<file path="src/rtl/sw_job_scheduler.sv">
// Job scheduler for the Smith-Waterman engine: queues parameter jobs, launches runs, returns tagged best-score records.
// Optional run watchdog is compiled in with `define SW_SCHED_WATCHDOG_EN.
`ifndef MATCH_BIT
`define MATCH_BIT 8
`endif
`ifndef CALC_BIT
`define CALC_BIT 16
`endif
`ifndef MAX_T_NUM_BIT
`define MAX_T_NUM_BIT 8
`endif

module sw_job_scheduler #(
  parameter int unsigned JOB_DEPTH   = 4,
  parameter int unsigned TAG_BIT     = 4,
  parameter int unsigned MATCH_BIT   = `MATCH_BIT,
  parameter int unsigned CALC_BIT    = `CALC_BIT,
  parameter int unsigned IDX_BIT     = `MAX_T_NUM_BIT,
  parameter int unsigned ARM_LIMIT   = 3,
  parameter int unsigned TIMEOUT_BIT = 20
) (
  input  logic                 clk,
  input  logic                 rst_n,
  input  logic                 job_valid_i,
  output logic                 job_ready_o,
  input  logic [MATCH_BIT-1:0] job_match_i,
  input  logic [MATCH_BIT-1:0] job_mismatch_i,
  input  logic [MATCH_BIT-1:0] job_alpha_i,
  input  logic [MATCH_BIT-1:0] job_beta_i,
  input  logic [TAG_BIT-1:0]   job_tag_i,
  output logic                 sw_start_o,
  output logic [MATCH_BIT-1:0] sw_match_o,
  output logic [MATCH_BIT-1:0] sw_mismatch_o,
  output logic [MATCH_BIT-1:0] sw_alpha_o,
  output logic [MATCH_BIT-1:0] sw_beta_o,
  input  logic                 sw_busy_i,
  input  logic                 sw_valid_i,
  input  logic [CALC_BIT-1:0]  sw_max_result_i,
  input  logic [IDX_BIT-1:0]   sw_match_idx_i,
  output logic                 res_valid_o,
  input  logic                 res_ready_i,
  output logic [TAG_BIT-1:0]   res_tag_o,
  output logic [CALC_BIT-1:0]  res_max_o,
  output logic [IDX_BIT-1:0]   res_idx_o,
  output logic                 res_noarm_o,
  output logic                 res_timeout_o,
  output logic                 idle_o,
  output logic [15:0]          jobs_done_o
);

  localparam int unsigned PTR_W = (JOB_DEPTH > 1) ? $clog2(JOB_DEPTH) : 1;
  localparam int unsigned CNT_W = PTR_W + 1;
  localparam int unsigned ARM_W = (ARM_LIMIT > 1) ? $clog2(ARM_LIMIT) : 1;
  localparam int unsigned ENT_W = 4 * MATCH_BIT + TAG_BIT;

  typedef enum logic [2:0] {
    S_IDLE, S_LAUNCH, S_ARM, S_RUN, S_REPORT, S_WAIT_IDLE
  } state_e;

  state_e state_q, state_d;

  logic [ENT_W-1:0] fifo_mem [JOB_DEPTH];
  logic [ENT_W-1:0] head;
  logic [PTR_W-1:0] wr_ptr_q, wr_ptr_d, rd_ptr_q, rd_ptr_d;
  logic [CNT_W-1:0] count_q, count_d;
  logic             push, pop;

  logic [MATCH_BIT-1:0] match_q, match_d, mismatch_q, mismatch_d;
  logic [MATCH_BIT-1:0] alpha_q, alpha_d, beta_q, beta_d;
  logic [TAG_BIT-1:0]   tag_q, tag_d;
  logic [CALC_BIT-1:0]  best_q, best_d;
  logic [IDX_BIT-1:0]   best_idx_q, best_idx_d;
  logic                 start_q, start_d, valid_q, valid_d;
  logic                 noarm_q, noarm_d, timeout_q, timeout_d;
  logic [ARM_W-1:0]     arm_q, arm_d;
  logic [15:0]          done_q, done_d;
  logic                 arm_expired, wd_expired;

  assign job_ready_o = (count_q != CNT_W'(JOB_DEPTH));
  assign push        = job_valid_i && job_ready_o;
  assign pop         = (state_q == S_IDLE) && (count_q != '0);
  assign head        = fifo_mem[rd_ptr_q];
  assign arm_expired = (arm_q == ARM_W'(ARM_LIMIT - 1));

  always_comb begin
    wr_ptr_d = push ? wr_ptr_q + 1'b1 : wr_ptr_q;
    rd_ptr_d = pop  ? rd_ptr_q + 1'b1 : rd_ptr_q;
    count_d  = count_q + CNT_W'(push) - CNT_W'(pop);
  end

  always_ff @(posedge clk) begin
    if (push) begin
      fifo_mem[wr_ptr_q] <= {job_match_i, job_mismatch_i, job_alpha_i, job_beta_i, job_tag_i};
    end
  end

`ifdef SW_SCHED_WATCHDOG_EN
  logic [TIMEOUT_BIT-1:0] wd_q, wd_d;

  // Held at zero while arming, so the first RUN cycle starts the count from zero.
  always_comb begin
    wd_d = wd_q;
    if (state_q == S_ARM) begin
      wd_d = '0;
    end else if (state_q == S_RUN) begin
      wd_d = wd_q + 1'b1;
    end
  end

  assign wd_expired = (state_q == S_RUN) && (wd_d == '1);

  always_ff @(posedge clk) begin
    if (rst_n) begin
      wd_q <= '0;
    end else begin
      wd_q <= wd_d;
    end
  end
`else
  logic unused_timeout_cfg;
  assign unused_timeout_cfg = (TIMEOUT_BIT != 0);
  assign wd_expired         = 1'b0;
`endif

  always_ff @(posedge clk) begin
    if (rst_n) begin
      state_q <= S_IDLE;
    end else begin
      state_q <= state_d;
    end
  end

  always_comb begin
    state_d = state_q;
    unique case (state_q)
      S_IDLE:      if (pop) state_d = S_LAUNCH;
      S_LAUNCH:    state_d = S_ARM;
      S_ARM: begin
        if (sw_busy_i) begin
          state_d = S_RUN;
        end else if (arm_expired) begin
          state_d = S_REPORT;
        end
      end
      S_RUN:       if (!sw_busy_i || wd_expired) state_d = S_REPORT;
      S_REPORT:    if (res_ready_i) state_d = timeout_q ? S_WAIT_IDLE : S_IDLE;
      S_WAIT_IDLE: if (!sw_busy_i) state_d = S_IDLE;
      default:     state_d = S_IDLE;
    endcase
  end

  always_comb begin
    match_d    = match_q;
    mismatch_d = mismatch_q;
    alpha_d    = alpha_q;
    beta_d     = beta_q;
    tag_d      = tag_q;
    best_d     = best_q;
    best_idx_d = best_idx_q;
    noarm_d    = noarm_q;
    timeout_d  = timeout_q;
    arm_d      = arm_q;
    done_d     = done_q;
    start_d    = (state_d == S_LAUNCH);
    valid_d    = (state_d == S_REPORT);

    if (pop) begin
      {match_d, mismatch_d, alpha_d, beta_d, tag_d} = head;
      best_d     = '0;
      best_idx_d = '0;
      noarm_d    = 1'b0;
      timeout_d  = 1'b0;
    end

    if (state_q == S_LAUNCH) begin
      arm_d = '0;
    end else if (state_q == S_ARM) begin
      arm_d = arm_q + 1'b1;
    end

    // Strict compare: a tie keeps the earlier index.
    if ((state_q == S_ARM || state_q == S_RUN) && sw_valid_i && (sw_max_result_i > best_q)) begin
      best_d     = sw_max_result_i;
      best_idx_d = sw_match_idx_i;
    end

    if (state_q == S_ARM && state_d == S_REPORT) begin
      noarm_d = 1'b1;
    end
    if (state_q == S_RUN && sw_busy_i && wd_expired) begin
      timeout_d = 1'b1;
    end
    if (state_q == S_REPORT && res_ready_i) begin
      done_d = done_q + 16'd1;
    end
  end

  always_ff @(posedge clk) begin
    if (rst_n) begin
      wr_ptr_q   <= '0;
      rd_ptr_q   <= '0;
      count_q    <= '0;
      match_q    <= '0;
      mismatch_q <= '0;
      alpha_q    <= '0;
      beta_q     <= '0;
      tag_q      <= '0;
      best_q     <= '0;
      best_idx_q <= '0;
      start_q    <= 1'b0;
      valid_q    <= 1'b0;
      noarm_q    <= 1'b0;
      timeout_q  <= 1'b0;
      arm_q      <= '0;
      done_q     <= '0;
    end else begin
      wr_ptr_q   <= wr_ptr_d;
      rd_ptr_q   <= rd_ptr_d;
      count_q    <= count_d;
      match_q    <= match_d;
      mismatch_q <= mismatch_d;
      alpha_q    <= alpha_d;
      beta_q     <= beta_d;
      tag_q      <= tag_d;
      best_q     <= best_d;
      best_idx_q <= best_idx_d;
      start_q    <= start_d;
      valid_q    <= valid_d;
      noarm_q    <= noarm_d;
      timeout_q  <= timeout_d;
      arm_q      <= arm_d;
      done_q     <= done_d;
    end
  end

  assign sw_start_o    = start_q;
  assign sw_match_o    = match_q;
  assign sw_mismatch_o = mismatch_q;
  assign sw_alpha_o    = alpha_q;
  assign sw_beta_o     = beta_q;
  assign res_valid_o   = valid_q;
  assign res_tag_o     = tag_q;
  assign res_max_o     = best_q;
  assign res_idx_o     = best_idx_q;
  assign res_noarm_o   = noarm_q;
  assign res_timeout_o = timeout_q;
  assign jobs_done_o   = done_q;
  assign idle_o        = (state_q == S_IDLE) && (count_q == '0);

endmodule

</file>
<file path="config.mk">
export PLATFORM = sky130hd
export DESIGN_NAME = sw_job_scheduler
export DESIGN_NICKNAME = d
export VERILOG_FILES = /design/src/rtl/sw_job_scheduler.sv
export SDC_FILE = /design/constraint.sdc
export NUM_CORES = 1
export LEC_CHECK = 0
export CORE_ASPECT_RATIO = 0.8
export CORE_MARGIN = 4
export CORE_UTILIZATION = 40
export DETAILED_ROUTE_END_ITERATION = 10
export GPL_ROUTABILITY_DRIVEN = 1
export PLACE_DENSITY = 0.66
export SLEW_MARGIN = 15
export SYNTH_ARGS = -nofsm -noshare
export SYNTH_HDL_FRONTEND = slang
export SYNTH_SLANG_ARGS = --single-unit
</file>
<file path="constraint.sdc">
create_clock -name clk -period 3 [get_ports clk]
set_clock_uncertainty 0.1 [all_clocks]
set_input_delay 0.3 -clock clk [delete_from_list [all_inputs] [get_ports clk]]
set_output_delay 0.3 -clock clk [all_outputs]
set_load 0.02 [all_outputs]
</file>
### After elaboration in Yosys (flattened, before gate mapping)

Memories as Yosys holds them, arrays and structs flattened. A register that Yosys moved wholly into a read port is not among the register bits.
Cells that the tools add are included.
Widths: inputs -> output; s select.

* flip-flop bits (word level): 55
* memory bits (writable): 144
* bits of input ports: 66
* output and inout port bits: 82
* word-level logic and storage cells: 57
* memories kept: 1

Memories
* fifo_mem: depth 4, width 36, rd ports 1, clocked after memory_dff 1, wr ports 1, line 62 `logic [ENT_W-1:0] fifo_mem [JOB_DEPTH];`

* $add $sub $neg: 6
* magnitude comparators: 1
* equal/unequal tests: 9
* mux-type cells: 15
* reduce and logical (&&, ||, !) cells: 14

Operators with widths (count)
* $mux 16: 2
* $mux 3: 6
* $pmux 3 s6: 1
* $add 16x1->16 const B: 1
* $gt 16x16->1: 1
* $mux 8: 2
* $eq 3x3->1 const B: 3
* $logic_and 1x1->1: 7
* $add 2x1->2 const B: 3
* $eq 3x1->1 const B: 2
* $eq 3x2->1 const B: 2
* $logic_not 3->1: 2
* $mux 1: 4
* $reduce_bool 2->1: 2
* $add 3x1->3: 1
* $ne 3x3->1 const B: 1
* $reduce_bool 3->1: 1
* $sub 3x1->3: 1
* $eq 2x2->1 const B: 1
* $reduce_or 2->1: 1
* $logic_or 1x1->1: 1

### Longest topological paths before layout

* word-level depth: 7
* depth in mapped cells: 12
* mapped depth without buffers: 11

### Worst setup path before layout

Ideal clock, no wire load.

* kind: reg2reg
* start point: register count_q[1]
* end point: register count_q[2]
* library setup time: 128 ps
* arrival time: 2248 ps
* required time: 2772 ps
* path slack: 525 ps
* stages on the path, launching flop included: 12
* buffers on the path: 1
* clock period less this slack: 2475 ps
* cell sequence: dfxtp_1 > or3_1 > nand3_1 > inv_1 > buf_2 > ha_1 > inv_1 > ha_1 > fa_1 > xnor2_1 > xnor2_1 > nor2_1

* elaborated cells on any way between the ends: 6
* classes of those cells: add/sub (2); eq/ne (1); reduce/logical (3)

RTL lines
* from (decl): line 65 `logic [CNT_W-1:0] count_q, count_d;`
* from (signal assigned): line 219 `count_q <= count_d;`
* $reduce_bool 3->1: line 81 `assign pop = (state_q == S_IDLE) && (count_q != '0);`
* $logic_and 1x1->1: line 81
* named net pop: line 66 `logic push, pop;`
* $sub 3x1->3: line 88 `count_d = count_q + CNT_W'(push) - CNT_W'(pop);`

The timed path passes the listed nets, and every way through them passes these cells.
A chain may end at the register's enable or synchronous reset.

### Final worst setup path

* start point: register count_q[1]
* end point: output idle_o

* word-level cells in the longest chain between the ends: 2

RTL lines
* $logic_not 3->1: line 248 `assign idle_o = (state_q == S_IDLE) && (count_q == '0);`
* $logic_and 1x1->1: line 248
* to (decl): line 47 `output logic idle_o,`

No other way between the ends.

==> impl_metrics.yaml <==
synth:
  synth_edf_count: 144
  ys_seq_area_share_pct: 65.55
  synth.cell_area_um2: 9375
  ys_types: 46
  synth_top_area_share_pct: 46.12
  synth_ff_type: "edfxtp_1"
  yosysWarningCount: 0
  syn_inst: 678
  async_flop_share_pct: 0
  ys_seq_elements: 235
  synth_area_leaders: "edfxtp_1, dfxtp_1, mux4_2"
  synth_top_area_cell: "edfxtp_1"
  avgSynthCellArea_um2: 13.83
  synth_fp_nets: 769
critical_path:
  r2r_slack_ns: 0.61
  worstSetupEndpointType: "primary output"
  worst_r2r_path_depth: 10
  slowest_stage: "clkdlybuf4s50_1"
  critPathBufInv: 1
  startpoint_type: "flop"
  critPathTopFamily: "buffers and inverters"
  critical_path_class: "flop to primary output"
  worstReg2RegEnd: "count_q[2]"
  critPathRequiredTime_ns: 2.60
  r2r_start: "count_q[1]"
  arrival_ns: 2.20
  crit_chain: "or3_1, nor4_1, clkdlybuf4s50_1"
  crit_fanout: 4
  critPathMaxStageDelay_ns: 0.70
flow_run:
  cap_violations: 0
worst_hold_path:
  hold_depth: 3
  hold_path_end: "res_idx_o[4]"
  min_path_type: "input pin to flop"
  worstHoldStart: "sw_match_idx_i[4]"
power:
  power_frac_comb_pct: 27.6
  leakage_nw: 4.150
  ir_drop_mv: 0.4359
  p_switching_mw: 2.968
  p_seq_share_pct: 42.6
  pwr-share-clk_pct: 29.8
  swShare_pct: 30.11
  cellPowerDensity_nw_per_um2: 823.1
  power.internal_mw: 6.888
  power_mw: 9.856
layout:
  antennaDiodeCount: 0
  syn_to_final_growth_pct: 27.72
  drive_gt1_share_pct: 12.04
  layout_common_cells: "clkdlybuf4s50_1, edfxtp_1, nand2_1, dfxtp_1, a21oi_1"
  fin_util_pct: 52.64
  layout_commonest_cell: "clkdlybuf4s50_1"
  fin_nets: 920
global_route:
  grt_max_degree: 71
  overflow: 0
  grt_pass1_wl_mm: 31.38
  antenna_found_initial: 1
  grt_pass1_vias: 5701
  grt_usage_pct: 14.93
drt:
  vias: 5702
  routedWlPerCell_um: 17.02
  dr.first_iter.drc_count: 289
  vias_per_cell: 4.945
  detail_route.first_pass.iterations: 6
  drt_wl_total_mm: 19.62
  ant_nets: 0
  drc: 0
placement:
  dp_hpwl_mm: 12.55
  portBuffers: 146
  gp_congestion: 0.8051
clock_tree:
  cts_tree: "built"
  holdBufCountCts: 0
  path_clk_slew_ns: 0.06
  cts_resized: 0
  cts-root-buf: "clkbuf_16"
  cts_buffers: 24
  post_cts_buffers: 0
  h-tree-depth: 1
  clkSinkCount: 235
  clk_latency_ns: 0.51
  clockBufferDepth: 3
sta:
  slew_headroom_pct: 45.48
  tightest_slew_ns: 0.8178
  min_period_over_period_pct: 86.77
  max_freq_mhz: 384.2
  final_hold_viol_count: 0
  fin_setup_tns_ns: 0
  slew_violations: 0
  rsz0062_at_grt: "no"
  min_period_ns: 2.603
  setup_viol: 0
status:
  status: "finished, final reports clean"
floorplanning:
  die_h_um: 144.9
  row_count: 49
  die_w_um: 179.2
  io_pins: 148
  initial_utilization_pct: 41.22
  die_area_um2: 25970
  coreArea_um2: 22750
-- cell families (layout without fill, tap and decap cells) --
kind of cell             after synthesis  count (layout)  synth area share (%)
AO/OA/AOI/OAI                         73              73                 4.711
XOR/XNOR                              17              17                 1.588
other                                  1               1               0.04000
flip-flops                           235             235                 65.55
buffers and inverters                 63             232                 3.243
AND/OR/NAND/NOR                      203             203                 10.13
multiplexers                          61              61                 11.32
adder cells (fa/ha/maj)               25              25                 3.417
-- worst register-to-register path, stage by stage, from the launching register on --
cell     delay (ns)
dfxtp_1        0.34
or3_1          0.43
nand3_2        0.11
inv_2          0.04
ha_1           0.26
inv_1          0.04
ha_1           0.18
fa_1           0.37
xnor2_1        0.19
xnor2_1        0.14
nor2_1         0.05
-- cell usage after synthesis (2+ instances only) --
library cell	number
a21oi_1	51
and3_1	7
buf_1	2
buf_2	11
buf_4	7
buf_6	3
clkbuf_1	12
dfxtp_1	91
edfxtp_1	144
ha_1	24
inv_1	27
mux2i_1	25
mux4_2	36
nand2_1	111
nand2b_1	24
nand3_1	6
nand4_1	6
nor2_1	26
nor2b_1	5
nor3_1	5
nor4_1	2
o21ai_0	11
or3_1	4
xnor2_1	11
xor2_1	6
-- layout make-up --
type                            count  area, µm²
Tap cell                          306      382.9
Inverter                           28      110.1
Timing Repair Buffer              160       1614
Fill cell                        1950      10770
Clock buffer                       36      675.6
Clock inverter                      8      107.6
Sequential cell                   235       6148
Multi-Input combinational cell    380       2935
-- worst max path at each step --
stage,start,endpoint,slack (ns),cells after the start
finish,count_q[1],idle_o,0.40,3
global route,count_q[1],idle_o,0.28,3
CTS,count_q[1],idle_o,0.37,3
detailed placement,sw_max_result_i[7],res_max_o[0],0.40,8
global placement,sw_max_result_i[1],res_max_o[1],0.43,8
floorplan,count_q[1],count_q[2],0.52,11
-- layer usage --
layer	part of all wire, %	GRT usage (%)
met1	47	21.33
met2	43	23.21
met3	8.4	3.979
met4	2.0	3.083
met5	0.061	0
-- flip-flops by register name, indices dropped and copies added (netlist names), 2 cells and up --
register and flops:
arm_q 2, sw_alpha_o 8, sw_match_o 8, fifo_mem 144
state_q 3, count_q 3, res_max_o 16, sw_mismatch_o 8
res_tag_o 4, wr_ptr_q 2, res_idx_o 8, rd_ptr_q 2
jobs_done_o 16, sw_beta_o 8
-- stage by stage --
stage                     hold slack [ns]  worst slack, ns  instances  instance area [µm²]
after floorplan                    0.2989           0.5249        678                 9375
after global placement             0.3418           0.4317       1109                11190
after detailed placement           0.3463           0.3986       1109                11190
after CTS                          0.2433           0.3724       1153                11970
after global routing               0.2672           0.2759       1153                11970
final                              0.2585           0.3969       1153                11970
-- power by group through the flow --
stage	clock [mW]	sequential [mW]	combinational, mW
finish	2.94	4.20	2.72
detailed placement	0	4.27	2.77
CTS	3.02	4.21	2.79
global route	3.15	4.26	2.99
global placement	0	4.26	2.76
floorplan	0	4.43	1.52
No activity file was read; power rests on OpenSTA's default activity.
